## src/rtl/tweet_uart_tx_pkg.sv

```systemverilog
// Shared constants, FSM encoding and line-level helper for the tweetboard UART
// transmit path. The receive path uses the same baud and data-width constants.
package tweet_uart_tx_pkg;

    localparam int CLKS_PER_BIT_9600 = 5208;
    localparam int UART_DATA_BITS    = 8;

    typedef enum logic [1:0] {
        IDLE  = 2'd0,
        START = 2'd1,
        DATA  = 2'd2,
        STOP  = 2'd3
    } tx_state_t;

    // Line level that a given FSM state drives onto serialOut.
    function automatic logic frame_line(tx_state_t s, logic data_bit);
        case (s)
            START:   return 1'b0;
            DATA:    return data_bit;
            default: return 1'b1;
        endcase
    endfunction

endpackage

```

## src/rtl/tweet_uart_tx_if.sv

```systemverilog
// Byte write port from the tweet store into the UART transmit queue.
interface tweet_uart_tx_if;
    import tweet_uart_tx_pkg::*;

    logic [UART_DATA_BITS-1:0] wr_data;
    logic                      wr_valid;
    logic                      wr_ready;

    modport master (output wr_data, output wr_valid, input wr_ready);
    modport slave  (input wr_data, input wr_valid, output wr_ready);
endinterface

```

## src/rtl/tweet_byte_fifo.sv

```systemverilog
// Synchronous byte FIFO with push/pop on the same edge; DEPTH is a power of
// two so the pointers wrap by natural overflow.
module tweet_byte_fifo #(
    parameter int DEPTH = 8,
    parameter int WIDTH = 8
) (
    input  logic             sysclk,
    input  logic             reset,
    input  logic             push,
    input  logic [WIDTH-1:0] push_data,
    input  logic             pop,
    output logic [WIDTH-1:0] head,
    output logic             full,
    output logic             empty,
    output logic [4:0]       count
);
    localparam int AW = (DEPTH > 1) ? $clog2(DEPTH) : 1;

    logic [WIDTH-1:0] mem [DEPTH];
    logic [AW-1:0]    wr_ptr;
    logic [AW-1:0]    rd_ptr;
    logic             do_push;
    logic             do_pop;

    assign full    = (count == 5'(DEPTH));
    assign empty   = (count == 5'd0);
    assign do_push = push && !full;
    assign do_pop  = pop && !empty;
    assign head    = mem[rd_ptr];

    // NOTE: storage has no reset; the pointers and count alone say which entries are valid.
    always_ff @(posedge sysclk) begin
        if (do_push) begin
            mem[wr_ptr] <= push_data;
        end
    end

    // NOTE: non-blocking assignments so every register here samples pre-edge values.
    always_ff @(posedge sysclk) begin
        if (!reset) begin
            wr_ptr <= '0;
            rd_ptr <= '0;
            count  <= '0;
        end else begin
            if (do_push) wr_ptr <= wr_ptr + AW'(1);
            if (do_pop)  rd_ptr <= rd_ptr + AW'(1);
            case ({do_push, do_pop})
                2'b10:   count <= count + 5'd1;
                2'b01:   count <= count - 5'd1;
                default: count <= count;
            endcase
        end
    end

endmodule

```

## src/rtl/tweet_uart_tx.sv

```systemverilog
// Buffered 8N1 UART transmitter: byte FIFO in front of a start/data/stop
// serialiser with a registered line output.
module tweet_uart_tx
    import tweet_uart_tx_pkg::*;
#(
    parameter int CLKS_PER_BIT = CLKS_PER_BIT_9600,
    parameter int FIFO_DEPTH   = 8
) (
    input  logic                  sysclk,
    input  logic                  reset,
    tweet_uart_tx_if.slave        wr,
    output logic                  serialOut,
    output logic                  busy,
    output logic [4:0]            fifo_count
);
    localparam logic [15:0] BAUD_LAST = 16'(CLKS_PER_BIT - 1);
    localparam logic [2:0]  LAST_BIT  = 3'(UART_DATA_BITS - 1);

    tx_state_t                 state, state_next;
    logic [15:0]               baud_cnt, baud_next;
    logic [2:0]                bit_cnt, bit_next;
    logic [UART_DATA_BITS-1:0] shift, shift_next;
    logic                      bit_tick;
    logic                      fifo_pop;
    logic                      fifo_full;
    logic                      fifo_empty;
    logic [UART_DATA_BITS-1:0] fifo_head;

    tweet_byte_fifo #(
        .DEPTH (FIFO_DEPTH),
        .WIDTH (UART_DATA_BITS)
    ) u_fifo (
        .sysclk    (sysclk),
        .reset     (reset),
        .push      (wr.wr_valid),
        .push_data (wr.wr_data),
        .pop       (fifo_pop),
        .head      (fifo_head),
        .full      (fifo_full),
        .empty     (fifo_empty),
        .count     (fifo_count)
    );

    assign wr.wr_ready = !fifo_full;
    assign busy        = (state != IDLE) || (fifo_count != 5'd0);
    assign bit_tick    = (baud_cnt == BAUD_LAST);

    // NOTE: every output of this block gets a default first, so no latch can be inferred.
    always_comb begin
        state_next = state;
        baud_next  = baud_cnt;
        bit_next   = bit_cnt;
        shift_next = shift;
        fifo_pop   = 1'b0;

        if (state != IDLE) begin
            baud_next = bit_tick ? 16'd0 : baud_cnt + 16'd1;
        end

        case (state)
            IDLE: begin
                if (!fifo_empty) begin
                    fifo_pop   = 1'b1;
                    shift_next = fifo_head;
                    bit_next   = 3'd0;
                    baud_next  = 16'd0;
                    state_next = START;
                end
            end
            START: begin
                if (bit_tick) state_next = DATA;
            end
            DATA: begin
                if (bit_tick) begin
                    shift_next = {1'b0, shift[UART_DATA_BITS-1:1]};
                    bit_next   = bit_cnt + 3'd1;
                    if (bit_cnt == LAST_BIT) state_next = STOP;
                end
            end
            STOP: begin
                // Chain straight into the next start bit when more bytes wait.
                if (bit_tick) begin
                    if (!fifo_empty) begin
                        fifo_pop   = 1'b1;
                        shift_next = fifo_head;
                        bit_next   = 3'd0;
                        state_next = START;
                    end else begin
                        state_next = IDLE;
                    end
                end
            end
            default: state_next = IDLE;
        endcase
    end

    // The line register follows the next state so it changes on the same edge as the FSM.
    always_ff @(posedge sysclk) begin
        if (!reset) begin
            state     <= IDLE;
            baud_cnt  <= 16'd0;
            bit_cnt   <= 3'd0;
            shift     <= '0;
            serialOut <= 1'b1;
        end else begin
            state     <= state_next;
            baud_cnt  <= baud_next;
            bit_cnt   <= bit_next;
            shift     <= shift_next;
            serialOut <= frame_line(state_next, shift_next[0]);
        end
    end

endmodule

```

## src/flat_wrapper.sv

```systemverilog
// flat-port wrapper written by rule: the top's interface ports become plain ports
module tweet_uart_tx_flat import tweet_uart_tx_pkg::*;
#(
    parameter int CLKS_PER_BIT = CLKS_PER_BIT_9600,
    parameter int FIFO_DEPTH   = 8
)
  (sysclk, reset, serialOut, busy, fifo_count, wr_wr_data, wr_wr_valid, wr_wr_ready);
  tweet_uart_tx_if wr_i ();
  input  logic sysclk;
  input  logic reset;
  output logic serialOut;
  output logic busy;
  output logic [4:0] fifo_count;
  input wire logic [$bits(wr_i.wr_data)-1:0] wr_wr_data;
  input wire logic [$bits(wr_i.wr_valid)-1:0] wr_wr_valid;
  output wire logic [$bits(wr_i.wr_ready)-1:0] wr_wr_ready;
  assign wr_i.wr_data = wr_wr_data;
  assign wr_i.wr_valid = wr_wr_valid;
  assign wr_wr_ready = wr_i.wr_ready;
  tweet_uart_tx #(.CLKS_PER_BIT(CLKS_PER_BIT), .FIFO_DEPTH(FIFO_DEPTH)) u_core (.sysclk(sysclk), .reset(reset), .wr(wr_i), .serialOut(serialOut), .busy(busy), .fifo_count(fifo_count));
endmodule
```

## config.mk

```make
export PLATFORM = sky130hd
export DESIGN_NAME = tweet_uart_tx_flat
export DESIGN_NICKNAME = d
export VERILOG_FILES = /design/src/rtl/tweet_uart_tx_pkg.sv /design/src/rtl/tweet_uart_tx_if.sv /design/src/rtl/tweet_byte_fifo.sv /design/src/rtl/tweet_uart_tx.sv /design/src/flat_wrapper.sv
export SDC_FILE = /design/constraint.sdc
export NUM_CORES = 1
export LEC_CHECK = 0
export CAP_MARGIN = 15
export CORE_AREA = 2 2 103 105
export CTS_CLUSTER_SIZE = 16
export DETAILED_ROUTE_END_ITERATION = 8
export DIE_AREA = 0 0 105 107
export GPL_ROUTABILITY_DRIVEN = 0
export GPL_TIMING_DRIVEN = 0
export PLACE_DENSITY = 0.66
export SLEW_MARGIN = 15
export SYNTH_ARGS = -nofsm -noshare
export SYNTH_HDL_FRONTEND = slang
export SYNTH_SLANG_ARGS = --single-unit
```

## constraint.sdc

```tcl
create_clock -name sysclk -period 9.1 [get_ports sysclk]
set_input_delay 1.82 -clock sysclk [delete_from_list [all_inputs] [get_ports sysclk]]
set_output_delay 1.82 -clock sysclk [all_outputs]
set_load 0.05 [all_outputs]
```

==> results.sh <==
export IMPL_outcome="finished, final reports clean"
export IMPL_syn_area_per_cell_sq_um=12.3
export IMPL_synthDistinctLibCells=63
export IMPL_rsz0062_at_grt="false"
export IMPL_htreeDepth=3
export IMPL_drive_gt1_frac=0.130
export IMPL_synth_nets=426
export IMPL_clk_insertion_delay_late_ns=0.38
export IMPL_p_clk_frac=0.218
export IMPL_switching_share=0.375
export IMPL_finalCriticalPeriod_ns=4.97
export IMPL_ir_drop_v=0.000110
export IMPL_grt_use_total=0.189
export IMPL_via_per_inst=5.60
export IMPL_ant_nets=0
export IMPL_ff_latch_area_sq_um=2800
export IMPL_rr_worst_depth=14
export IMPL_hold_depth=2
export IMPL_setup_violations=0
export IMPL_fin_crit_sh=0.547
export IMPL_synthCells=401
export IMPL_cts_buffers=9
export IMPL_initial_core_util=0.489
export IMPL_internal_power_mw=0.861
export IMPL_ys_seq_area_frac=0.568
export IMPL_antenna_found_initial=0
export IMPL_r2r_end="u_core.u_fifo.count[4]"
export IMPL_syn2layout_area_growth_pct=11.8
export IMPL_fillers=895
export IMPL_dieArea_sq_um=11200
export IMPL_p_sw_mw=0.516
export IMPL_hpwl_microns=6710
export IMPL_cp_slowest_cell="clkdlybuf4s50_1"
export IMPL_synth_seq_cells=108
export IMPL_slew_headroom=0.372
export IMPL_startpoint="u_core.state[1]"
export IMPL_pre_cts_ws_ns=4.55
export IMPL_clock_fmax_mhz=201
export IMPL_async_flop_share=0
export IMPL_core_area_sq_um=10100
export IMPL_rows=37
export IMPL_finalClockSkew_ns=0.0165
export IMPL_grt_ovfl_total=0
export IMPL_final_cell_mix="edfxtp_1 (64), dfxtp_1 (44), nor2_1 (42)"
export IMPL_cts_root_buf="clkbuf_8"
export IMPL_firstDrtPassIters=4
export IMPL_clk_path_buf_depth=2
export IMPL_drtIter0Drc=229
export IMPL_portBuffers=18
export IMPL_post_cts_setup_buffers=0
export IMPL_crit_reg2reg_launch="u_core.baud_cnt[5]"
export IMPL_hold_violations=0
export IMPL_ioPinCount=19
export IMPL_worst_setup_path_end_kind="primary output"
export IMPL_tightestPinTransition_ns=0.939
export IMPL_cp_cell_sequence="inv_1 -> ha_1 -> clkbuf_1 -> nand2b_1 -> nor2_1 -> inv_2 -> clkdlybuf4s50_1"
export IMPL_final_util=0.547
export IMPL_slowest_delay_ns=0.76
export IMPL_ys_flop_type="edfxtp_1"
export IMPL_wl_per_cell_microns=17.1
export IMPL_vias=3211
export IMPL_synth_edf_count=64
export IMPL_cts_tree="yes"
export IMPL_clk_pin_slew_ns=0.11
export IMPL_multiInputGateArea_sq_um=2040
export IMPL_worstSetupPathType="reg2out"
export IMPL_hold_class="reg2reg"
export IMPL_power_leakage_nw=1.86
export IMPL_grt_pass1_wl_microns=16400
export IMPL_cap_violations=0
export IMPL_totalNegativeSetupSlack_ns=0
export IMPL_power_density_nw_per_um2=250
export IMPL_cp_start_kind="register"
export IMPL_syn_area_sq_um=4940
export IMPL_die_w_microns=105
export IMPL_setup_ws_ns=4.13
export IMPL_seqPwrFrac=0.433
export IMPL_drc=0
export IMPL_fp_dieH_microns=107
export IMPL_cts_resized=0
export IMPL_slew_viol_final=0
export IMPL_grt_max_degree=23
export IMPL_fin_nets=457
export IMPL_totalWireLength_microns=9800
export IMPL_worstHoldStart="u_core.shift[4]"
export IMPL_cp_max_fo=10
export IMPL_hold_buffers=0
export IMPL_final_common_cell="edfxtp_1"
export IMPL_min_to="u_core.shift[4]"
export IMPL_critPathTopFamily="buffers and inverters"
export IMPL_reg2reg_slack_ns=5.04
export IMPL_cts_sinks=108
export IMPL_yosys_warnings=0
export IMPL_critical_path_buf_inv_count=4
export IMPL_diodes=0
export IMPL_critPathArrivalTime_ns=3.15
export IMPL_cp_required_ns=7.28
export IMPL_grt_pass1_vias=3171
export IMPL_comb_power_share=0.348
## cell usage after synthesis, drive strengths merged, types with 3 or more instances
cell / number / area, sq um
edfxtp: 64 / 1920
dfxtp: 44 / 881
nor2: 43 / 164
nand2: 35 / 134
a21oi: 20 / 100
mux4: 16 / 360
o21ai: 16 / 83.8
clkbuf: 15 / 56.3
ha: 14 / 175
mux2i: 14 / 140
nand3: 11 / 55.1
a22oi: 10 / 75.1
nor4: 9 / 101
nand2b: 8 / 50.1
a31oi: 6 / 50.0
inv: 6 / 22.5
xor2: 6 / 52.6
nor3: 5 / 36.3
and2: 4 / 25.0
and3: 4 / 25.0
or2: 4 / 25.0
or3: 4 / 25.0
xnor2: 4 / 35.0
a21o: 3 / 22.5
a221oi: 3 / 50.1
buf: 3 / 17.5
or4: 3 / 26.3
## final cells by class
class | instances | share of cell area
tap | 136 | 0.0308
multi-input combinational | 268 | 0.371
sequential | 108 | 0.508
inverter | 7 | 0.00476
clock buffer | 9 | 0.0224
buffer | 18 | 0.0134
timing repair buffer | 20 | 0.0354
clock inverter | 7 | 0.0147
## stage by stage
step | cell area (sq um) | hold WS, ns | cells | total power, mW
finish | 5520 | 0.466 | 573 | 1.38
floorplan | 4940 | 0.431 | 401 | 0.962
CTS | 5520 | 0.466 | 573 | 1.39
global placement | 5290 | 0.445 | 555 | 1.08
detailed placement | 5310 | 0.452 | 557 | 1.09
global route | 5520 | 0.502 | 573 | 1.46
## logic make-up (layout without fill, tap and decap cells)
kind of cell / after synthesis / count (layout) / synth area share
simple gates: 140 / 140 / 0.154
compound gates: 74 / 74 / 0.103
flops: 108 / 108 / 0.568
buf+inv: 25 / 61 / 0.0203
xor+xnor: 10 / 10 / 0.0177
fa+ha+maj: 14 / 14 / 0.0355
mux: 30 / 30 / 0.101
## worst register-to-register path, cell delays in order, from the launching register on
cell	delay (ns)
dfxtp_1	0.39
or4bb_1	0.58
nor2_1	0.41
a31oi_2	0.28
nor3_4	0.32
ha_1	0.23
clkbuf_1	0.33
xor2_1	0.19
ha_1	0.21
a21boi_0	0.20
o22a_1	0.18
a21oi_1	0.08
xor2_1	0.14
or3_1	0.31
a21oi_1	0.14
## flip-flops by register name (all words and copies together), names as in the netlist, named ones only
name / cells
u_core.baud_cnt: 16
u_core.bit_cnt: 3
u_core.serialOut: 1
u_core.shift: 8
u_core.state: 2
u_core.u_fifo.count: 5
u_core.u_fifo.mem: 64
u_core.u_fifo.rd_ptr: 3
u_core.u_fifo.wr_ptr: 3
## layer usage
metal	up-vias	part of all wire	global-route usage	routed length (microns)
met5	-	0	0	0
li1	1582	-	-	-
met4	0	0.010	0.0600	100
met3	9	0.034	0.0377	337
met1	1572	0.45	0.247	4440
met2	48	0.50	0.318	4920
## power by group through the flow
stage | registers, mW | clock network, mW | logic (mW)
finish | 0.597 | 0.301 | 0.480
detailed placement | 0.608 | 0 | 0.482
floorplan | 0.626 | 0 | 0.336
CTS | 0.596 | 0.308 | 0.484
global placement | 0.606 | 0 | 0.471
global route | 0.603 | 0.326 | 0.534
## worst max path at each step
stage	end	slack, ns	cells past startpoint
after global placement	busy	4.55	7
after global routing	busy	3.88	7
after floorplan	u_core.u_fifo.count[4]	5.31	11
after detailed placement	busy	4.55	7
after CTS	busy	4.13	7
final	busy	4.13	7
Note: power is estimated with default switching activity, not from simulation.
